$ cat config.mk
export PLATFORM = sky130hd
export DESIGN_NAME = bram_loader
export DESIGN_NICKNAME = d
export VERILOG_FILES = /design/src/rtl/bram_loader_pkg.sv /design/src/rtl/bram_scan_ctr.sv /design/src/rtl/bram_loader.sv
export SDC_FILE = /design/constraint.sdc
export NUM_CORES = 1
export LEC_CHECK = 0
export BUFFER_PORTS_ARGS = -buffer_cell sky130_fd_sc_hd__buf_2
export CELL_PAD_IN_SITES_DETAIL_PLACEMENT = 2
export CELL_PAD_IN_SITES_GLOBAL_PLACEMENT = 2
export CORE_MARGIN = 5
export CORE_UTILIZATION = 35
export CTS_BUF_LIST = sky130_fd_sc_hd__clkbuf_8
export CTS_CLUSTER_SIZE = 20
export DETAILED_ROUTE_END_ITERATION = 6
export GPL_TIMING_DRIVEN = 0
export PLACE_DENSITY_LB_ADDON = 0.1
export SYNTH_ARGS = -nofsm -noshare
export SYNTH_HDL_FRONTEND = slang
export SYNTH_SLANG_ARGS = --single-unit
export TNS_END_PERCENT = 100
$ cat constraint.sdc
create_clock -name clk_sys -period 4.3 [get_ports clk_sys]
set_input_delay 0.215 -clock clk_sys [delete_from_list [all_inputs] [get_ports clk_sys]]
set_output_delay 0.215 -clock clk_sys [all_outputs]
set_load 0.01 [all_outputs]
$ cat src/rtl/bram_loader_pkg.sv
// Shared types and constants for the block-RAM loader.
//   state_t      : loader FSM states (also exported on the debug port)
//   IOCTL_ADDR_W : width of the HPS ioctl byte address
//   CSUM_W       : width of the wrapping checksum accumulator
package bram_loader_pkg;

  typedef enum logic [1:0] {
    IDLE  = 2'd0,
    CLEAR = 2'd1,
    LOAD  = 2'd2,
    SUM   = 2'd3
  } state_t;

  localparam int IOCTL_ADDR_W = 25;
  localparam int CSUM_W       = 16;

endpackage

$ cat src/rtl/bram_scan_ctr.sv
// Loadable address scanner shared by the clear pass and the checksum pass.
//   clk_sys, reset_n : clock, asynchronous active-low reset
//   start            : load address 0 and begin a pass (ignored if limit == 0)
//   stop             : abandon the pass immediately
//   limit            : number of addresses to visit (0 .. 2^ADDR_W)
//   addr             : current address, valid while active
//   active           : a pass is in progress
//   last             : addr is the final address of the pass
// limit must stay stable for the duration of a pass.
module bram_scan_ctr #(
  parameter int ADDR_W = 10
) (
  input  logic              clk_sys,
  input  logic              reset_n,
  input  logic              start,
  input  logic              stop,
  input  logic [ADDR_W:0]   limit,
  output logic [ADDR_W-1:0] addr,
  output logic              active,
  output logic              last
);

  assign last = active && ({1'b0, addr} == (limit - (ADDR_W+1)'(1)));

  always_ff @(posedge clk_sys or negedge reset_n) begin
    if (!reset_n) begin
      addr   <= '0;
      active <= 1'b0;
    end else if (stop) begin
      active <= 1'b0;
    end else if (start) begin
      addr   <= '0;
      active <= (limit != '0);
    end else if (active) begin
      if (last) active <= 1'b0;
      else      addr   <= addr + ADDR_W'(1);
    end
  end

endmodule

$ cat src/rtl/bram_loader.sv
// Port-B initiator for a dual-port block RAM: fills it from the HPS ioctl
// download stream, optionally clears it to CLEAR_VAL, and reads the loaded
// image back to form a 16-bit wrapping checksum.
//   clk_sys, reset_n          : clock, asynchronous active-low reset
//   start_clear               : pulse requesting a clear pass
//   ioctl_download/wr/addr/dout : HPS download stream
//   ioctl_wait                : back-pressure, high during a clear pass
//   mem_wren/addr/data, mem_q : RAM port B (mem_q registered, 1-cycle latency)
//   busy                      : FSM not idle
//   done                      : one-cycle pulse when a checksum is published
//   checksum                  : sum of loaded bytes mod 2^16
//   dl_len                    : highest in-range address written, plus 1
//   overflow                  : sticky, an out-of-range byte was dropped
//   dbg_state                 : current FSM state
// Handshake: ioctl_wr is a single-cycle strobe with no ready; the only flow
// control is ioctl_wait, and the HPS guarantees no strobe while it is high.
module bram_loader
  import bram_loader_pkg::*;
#(
  parameter int         ADDR_W    = 10,
  parameter logic [7:0] CLEAR_VAL = 8'h00
) (
  input  logic                    clk_sys,
  input  logic                    reset_n,
  input  logic                    start_clear,
  input  logic                    ioctl_download,
  input  logic                    ioctl_wr,
  input  logic [IOCTL_ADDR_W-1:0] ioctl_addr,
  input  logic [7:0]              ioctl_dout,
  output logic                    ioctl_wait,
  output logic                    mem_wren,
  output logic [ADDR_W-1:0]       mem_addr,
  output logic [7:0]              mem_data,
  input  logic [7:0]              mem_q,
  output logic                    busy,
  output logic                    done,
  output logic [CSUM_W-1:0]       checksum,
  output logic [ADDR_W:0]         dl_len,
  output logic                    overflow,
  output state_t                  dbg_state
);

  localparam logic [ADDR_W:0] FULL = {1'b1, {ADDR_W{1'b0}}};

  state_t              state;
  logic                dl_q;
  logic                pend_load;
  logic                rd_v2;     // mem_q holds a byte to accumulate this cycle
  logic                rd_last2;  // ... and it is the final byte of the pass
  logic [CSUM_W-1:0]   acc;
  logic [ADDR_W-1:0]   wr_addr_q;

  logic                dl_rise;
  logic                in_range;
  logic [ADDR_W:0]     addr_p1;
  logic                clear_go;
  logic                sum_go;
  logic                ctr_start;
  logic                ctr_stop;
  logic [ADDR_W:0]     ctr_limit;
  logic [ADDR_W-1:0]   ctr_addr;
  logic                ctr_active;
  logic                ctr_last;
  logic [CSUM_W-1:0]   q_ext;

  assign dl_rise  = ioctl_download & ~dl_q;
  assign in_range = (ioctl_addr[IOCTL_ADDR_W-1:ADDR_W] == '0);
  assign addr_p1  = {1'b0, ioctl_addr[ADDR_W-1:0]} + (ADDR_W+1)'(1);
  assign q_ext    = {{(CSUM_W-8){1'b0}}, mem_q};

  // A download edge outranks a simultaneous clear request.
  assign clear_go  = (state == IDLE) & start_clear & ~dl_rise;
  assign sum_go    = (state == LOAD) & ~ioctl_download & (dl_len != '0);
  assign ctr_start = clear_go | sum_go;
  assign ctr_stop  = (state == SUM) & dl_rise;
  // The limit must already be FULL on the cycle the clear pass is launched.
  assign ctr_limit = ((state == CLEAR) || clear_go) ? FULL : dl_len;

  bram_scan_ctr #(.ADDR_W(ADDR_W)) u_scan (
    .clk_sys (clk_sys),
    .reset_n (reset_n),
    .start   (ctr_start),
    .stop    (ctr_stop),
    .limit   (ctr_limit),
    .addr    (ctr_addr),
    .active  (ctr_active),
    .last    (ctr_last)
  );

  // Both sources are flops and the scanner is idle during LOAD.
  assign mem_addr   = ctr_active ? ctr_addr : wr_addr_q;
  assign ioctl_wait = (state == CLEAR);
  assign busy       = (state != IDLE);
  assign dbg_state  = state;

  always_ff @(posedge clk_sys or negedge reset_n) begin
    if (!reset_n) begin
      state     <= IDLE;
      dl_q      <= 1'b0;
      pend_load <= 1'b0;
      rd_v2     <= 1'b0;
      rd_last2  <= 1'b0;
      acc       <= '0;
      wr_addr_q <= '0;
      mem_wren  <= 1'b0;
      mem_data  <= '0;
      done      <= 1'b0;
      checksum  <= '0;
      dl_len    <= '0;
      overflow  <= 1'b0;
    end else begin
      dl_q     <= ioctl_download;
      done     <= 1'b0;
      mem_wren <= 1'b0;
      case (state)
        IDLE: begin
          if (dl_rise) begin
            state    <= LOAD;
            dl_len   <= '0;
            overflow <= 1'b0;
          end else if (start_clear) begin
            state     <= CLEAR;
            mem_wren  <= 1'b1;
            mem_data  <= CLEAR_VAL;
            pend_load <= 1'b0;
          end
        end

        CLEAR: begin
          if (ctr_last) begin
            if (pend_load || dl_rise) begin
              state    <= LOAD;
              dl_len   <= '0;
              overflow <= 1'b0;
            end else begin
              state <= IDLE;
            end
          end else begin
            mem_wren <= 1'b1;
            if (dl_rise) pend_load <= 1'b1;
          end
        end

        LOAD: begin
          if (!ioctl_download) begin
            if (dl_len == '0) begin
              checksum <= '0;
              done     <= 1'b1;
              state    <= IDLE;
            end else begin
              state    <= SUM;
              acc      <= '0;
              rd_v2    <= 1'b0;
              rd_last2 <= 1'b0;
            end
          end else if (ioctl_wr) begin
            if (in_range) begin
              mem_wren  <= 1'b1;
              wr_addr_q <= ioctl_addr[ADDR_W-1:0];
              mem_data  <= ioctl_dout;
              if (addr_p1 > dl_len) dl_len <= addr_p1;
            end else begin
              overflow <= 1'b1;
            end
          end
        end

        SUM: begin
          if (dl_rise) begin
            state    <= LOAD;
            dl_len   <= '0;
            overflow <= 1'b0;
            rd_v2    <= 1'b0;
            rd_last2 <= 1'b0;
          end else if (done) begin
            state <= IDLE;
          end else begin
            // Two-stage pipe: address out this cycle, data back the next.
            rd_v2    <= ctr_active;
            rd_last2 <= ctr_last;
            if (rd_v2) acc <= acc + q_ext;
            if (rd_last2) begin
              checksum <= acc + q_ext;
              done     <= 1'b1;
            end
          end
        end

        default: state <= IDLE;
      endcase
    end
  end

endmodule

==> results.yml <==
outcome:
  status: "finished, final reports clean"
worst_setup_path:
  worstPathCellList: "inv_1, ha_1, and2_1, buf_2, a21oi_4, nand2_1, ha_1, xor2_2, xnor2_1, or4_1, o211ai_1, nand4_2, o31ai_4, buf_4, nand3_2, buf_6, mux2i_1"
  r2r_cells: 17
  start_kind: "flop"
  crit_cells: 17
  rrSetupSlack_ns: 0.23
  worst_ep_arrival_time_ns: 4.36
  required_ns: 4.58
  worstPathMaxFanout: 10
  cp_slowest_cell: "dfrtp_1"
  cp_top_family: "simple AND/OR/NAND/NOR gates"
  worstSetupEndpointType: "flop"
  crit_buf_inv: 4
  max_stage_delay_ns: 0.43
  critPathKind: "reg -> reg"
  path_common_cell: "ha_1"
power_and_ir_drop:
  intPower_uw: 1850
  seqPwrFrac_pct: 29.0
  leakage_uw: 0.00296
  swShare_pct: 46.5
  ir_drop_v: 0.000199
  combPwrFrac_pct: 56.8
  p_sw_uw: 1610
  pwr-share-clk_pct: 14.2
  power.density_mw_per_mm2: 560
yosys:
  synth-seq-area-share_pct: 39.2
  synth.area.top_cells: "dfrtp_1 (39%), ha_1 (6.5%), nand2_1 (5.6%)"
  yosysUniqueCellTypes: 63
  synth_edf_count: 0
  syn_area_sq_mm: 0.00517
  synthFlopType: "dfrtp_1"
  synth_top_area_share_pct: 39.2
  synth.ff_latch_count: 81
  synth_fp_nets: 639
  async_reset_ff_share_pct: 100
  avgSynthCellArea_sq_um: 9.15
  synth_top_area_cell: "dfrtp_1"
  synthCells: 565
  yosysWarnings: 0
clocking:
  cts_max_path_buffers: 2
  clock_sinks: 81
  clock_latency_ns: 0.38
  htreeDepth: 3
  clk_pin_slew_ns: 0.09
  cts_tree: "built"
  cts_buffers: 9
  clockRootBuffer: "clkbuf_8"
route:
  ant_nets: 0
  wl_um: 17100
  via_per_inst: 5.38
  drcViolationCount: 0
  wire_per_inst_um: 19.7
  num_vias: 4675
  dr.pass1.iters: 4
  dr.first_iter.drc_count: 207
finish:
  nNetsFinal: 755
  fill_cells: 1650
  insertedDiodeCount: 0
  mostFrequentLayoutCells: "buf_2 (100), dfrtp_1 (81), nand2_1 (77)"
  drive_above_1_share_pct: 23.5
  final_common_cell: "buf_2"
  syn2layout_area_growth_pct: 19.3
global_routing:
  grt_usage_pct: 19.5
  grt_max_degree: 57
  grt_pass1_wl_um: 27600
  antenna_found_initial: 0
  grt_pass1_vias: 5217
  grt-ovfl-total: 0
sta:
  slew_viol_final: 0
  worst_pin_slew_ns: 1.06
  period_minus_slack_ns: 4.07
  fmax_mhz: 246
  hold_viol: 0
  relSlewSlack_pct: 28.6
  fin_crit_sh_pct: 94.7
  holdWs_ns: 0.0544
  fin_skew_ns: 0.0147
  setup_slack_ns: 0.228
  rsz0062_at_grt: "no"
  setup_viol: 0
flow_run:
  drv_cap: 0
placed_design:
  place_congestion: 0.813
  io_buffers: 97
  hpwl_um: 13000
  pre_cts_ws_ns: -0.324
floorplanning:
  die_h_um: 132
  num_rows: 44
  core_area_sq_mm: 0.0145
  io_pins: 98
  initial_core_util_pct: 35.6
  die_area_sq_mm: 0.0173
  die_x_um: 132
hold_path:
  min_path_cells: 2
  holdCritPathClass: "in -> reg"
-- cells in the mapped netlist, drive strengths merged, types with 12 or more instances --
cell / count
inv: 23
clkbuf: 23
ha: 27
o21ai: 49
mux2i: 19
nand2: 77
xnor2: 17
nor2: 26
xor2: 15
nand3: 16
nor3: 12
mux2: 24
dfrtp: 81
a21oi: 26
-- flip-flops by register name, indices dropped and copies added, names as in the netlist, 2 cells and up --
register,flops
dbg_state,2
acc,16
u_scan.addr,10
mem_data,8
wr_addr_q,10
dl_len,11
checksum,16
-- final cells by class --
cell class	instances	area (sq um)	area share, %
multi-input cells	431	2970	48.1
flip-flops and latches	81	2030	32.9
repair buffers	105	571	9.25
well taps	184	230	3.73
plain buffers	30	131	2.13
clock buffers	9	124	2.01
inverters	23	86.3	1.40
clock inverters	6	30.0	0.487
-- logic make-up (layout without fill, tap and decap cells) --
kind of cell               Yosys count  count (layout)  synth area share [%]
and+or+nand+nor                    193             193                  18.4
muxes                               43              43                  8.91
buffers and inverters               53             173                  4.16
adders and majority gates           28              28                  6.92
DFF                                 81              81                  39.2
AOI/OAI and AO/OA                  135             135                  16.9
xor gates and xnor gates            32              32                  5.42
-- per-layer routing --
layer | routed length [um] | global-route usage [%] | vias up
li1 | - | - | 2255
met1 | 7880 | 25.3 | 2335
met2 | 8450 | 33.5 | 67
met3 | 460 | 2.71 | 18
met4 | 346 | 6.34 | 0
met5 | 0 | 0 | -
-- power by group through the flow --
stage | logic (uW) | registers (uW) | clock network [uW]
after detailed placement | 1870 | 1010 | 0
final | 1960 | 1000 | 491
after CTS | 1910 | 1000 | 518
after global placement | 1800 | 1000 | 0
after floorplan | 1270 | 1010 | 0
after global routing | 2170 | 1020 | 544
-- path summary, 6_finish.rpt --
check / startpoint / endpoint
max: dbg_state[0] / dl_len[2]
min: ioctl_dout[5] / mem_data[5]
max reg2reg: dbg_state[0] / dl_len[2]
min reg2reg: checksum[4] / checksum[4]
max in group asynchronous: reset_n / mem_data[1]
min in group asynchronous: reset_n / u_scan.addr[6]
-- repair_timing --
item,CTS,global route
buffers inserted,0,6
hold buffers,1,0
pin swaps,0,3
endpoints found under the hold margin,25,0
setup endpoints to repair,24,23
resized for setup,4,6
-- stage by stage --
step / power (uW) / utilization (%) / instance area [sq um] / TNS (ns) / std cells
after detailed placement: 2890 / 40.7 / 5920 / -4.86 / 847
after global placement: 2800 / 40.5 / 5890 / -2.57 / 846
final: 3460 / 42.4 / 6170 / 0 / 869
after global routing: 3730 / 42.4 / 6170 / 0 / 869
after floorplan: 2280 / - / 5170 / 0 / 565
after CTS: 3430 / 42.0 / 6110 / 0 / 863
Note: power is estimated with default switching activity, not from simulation.
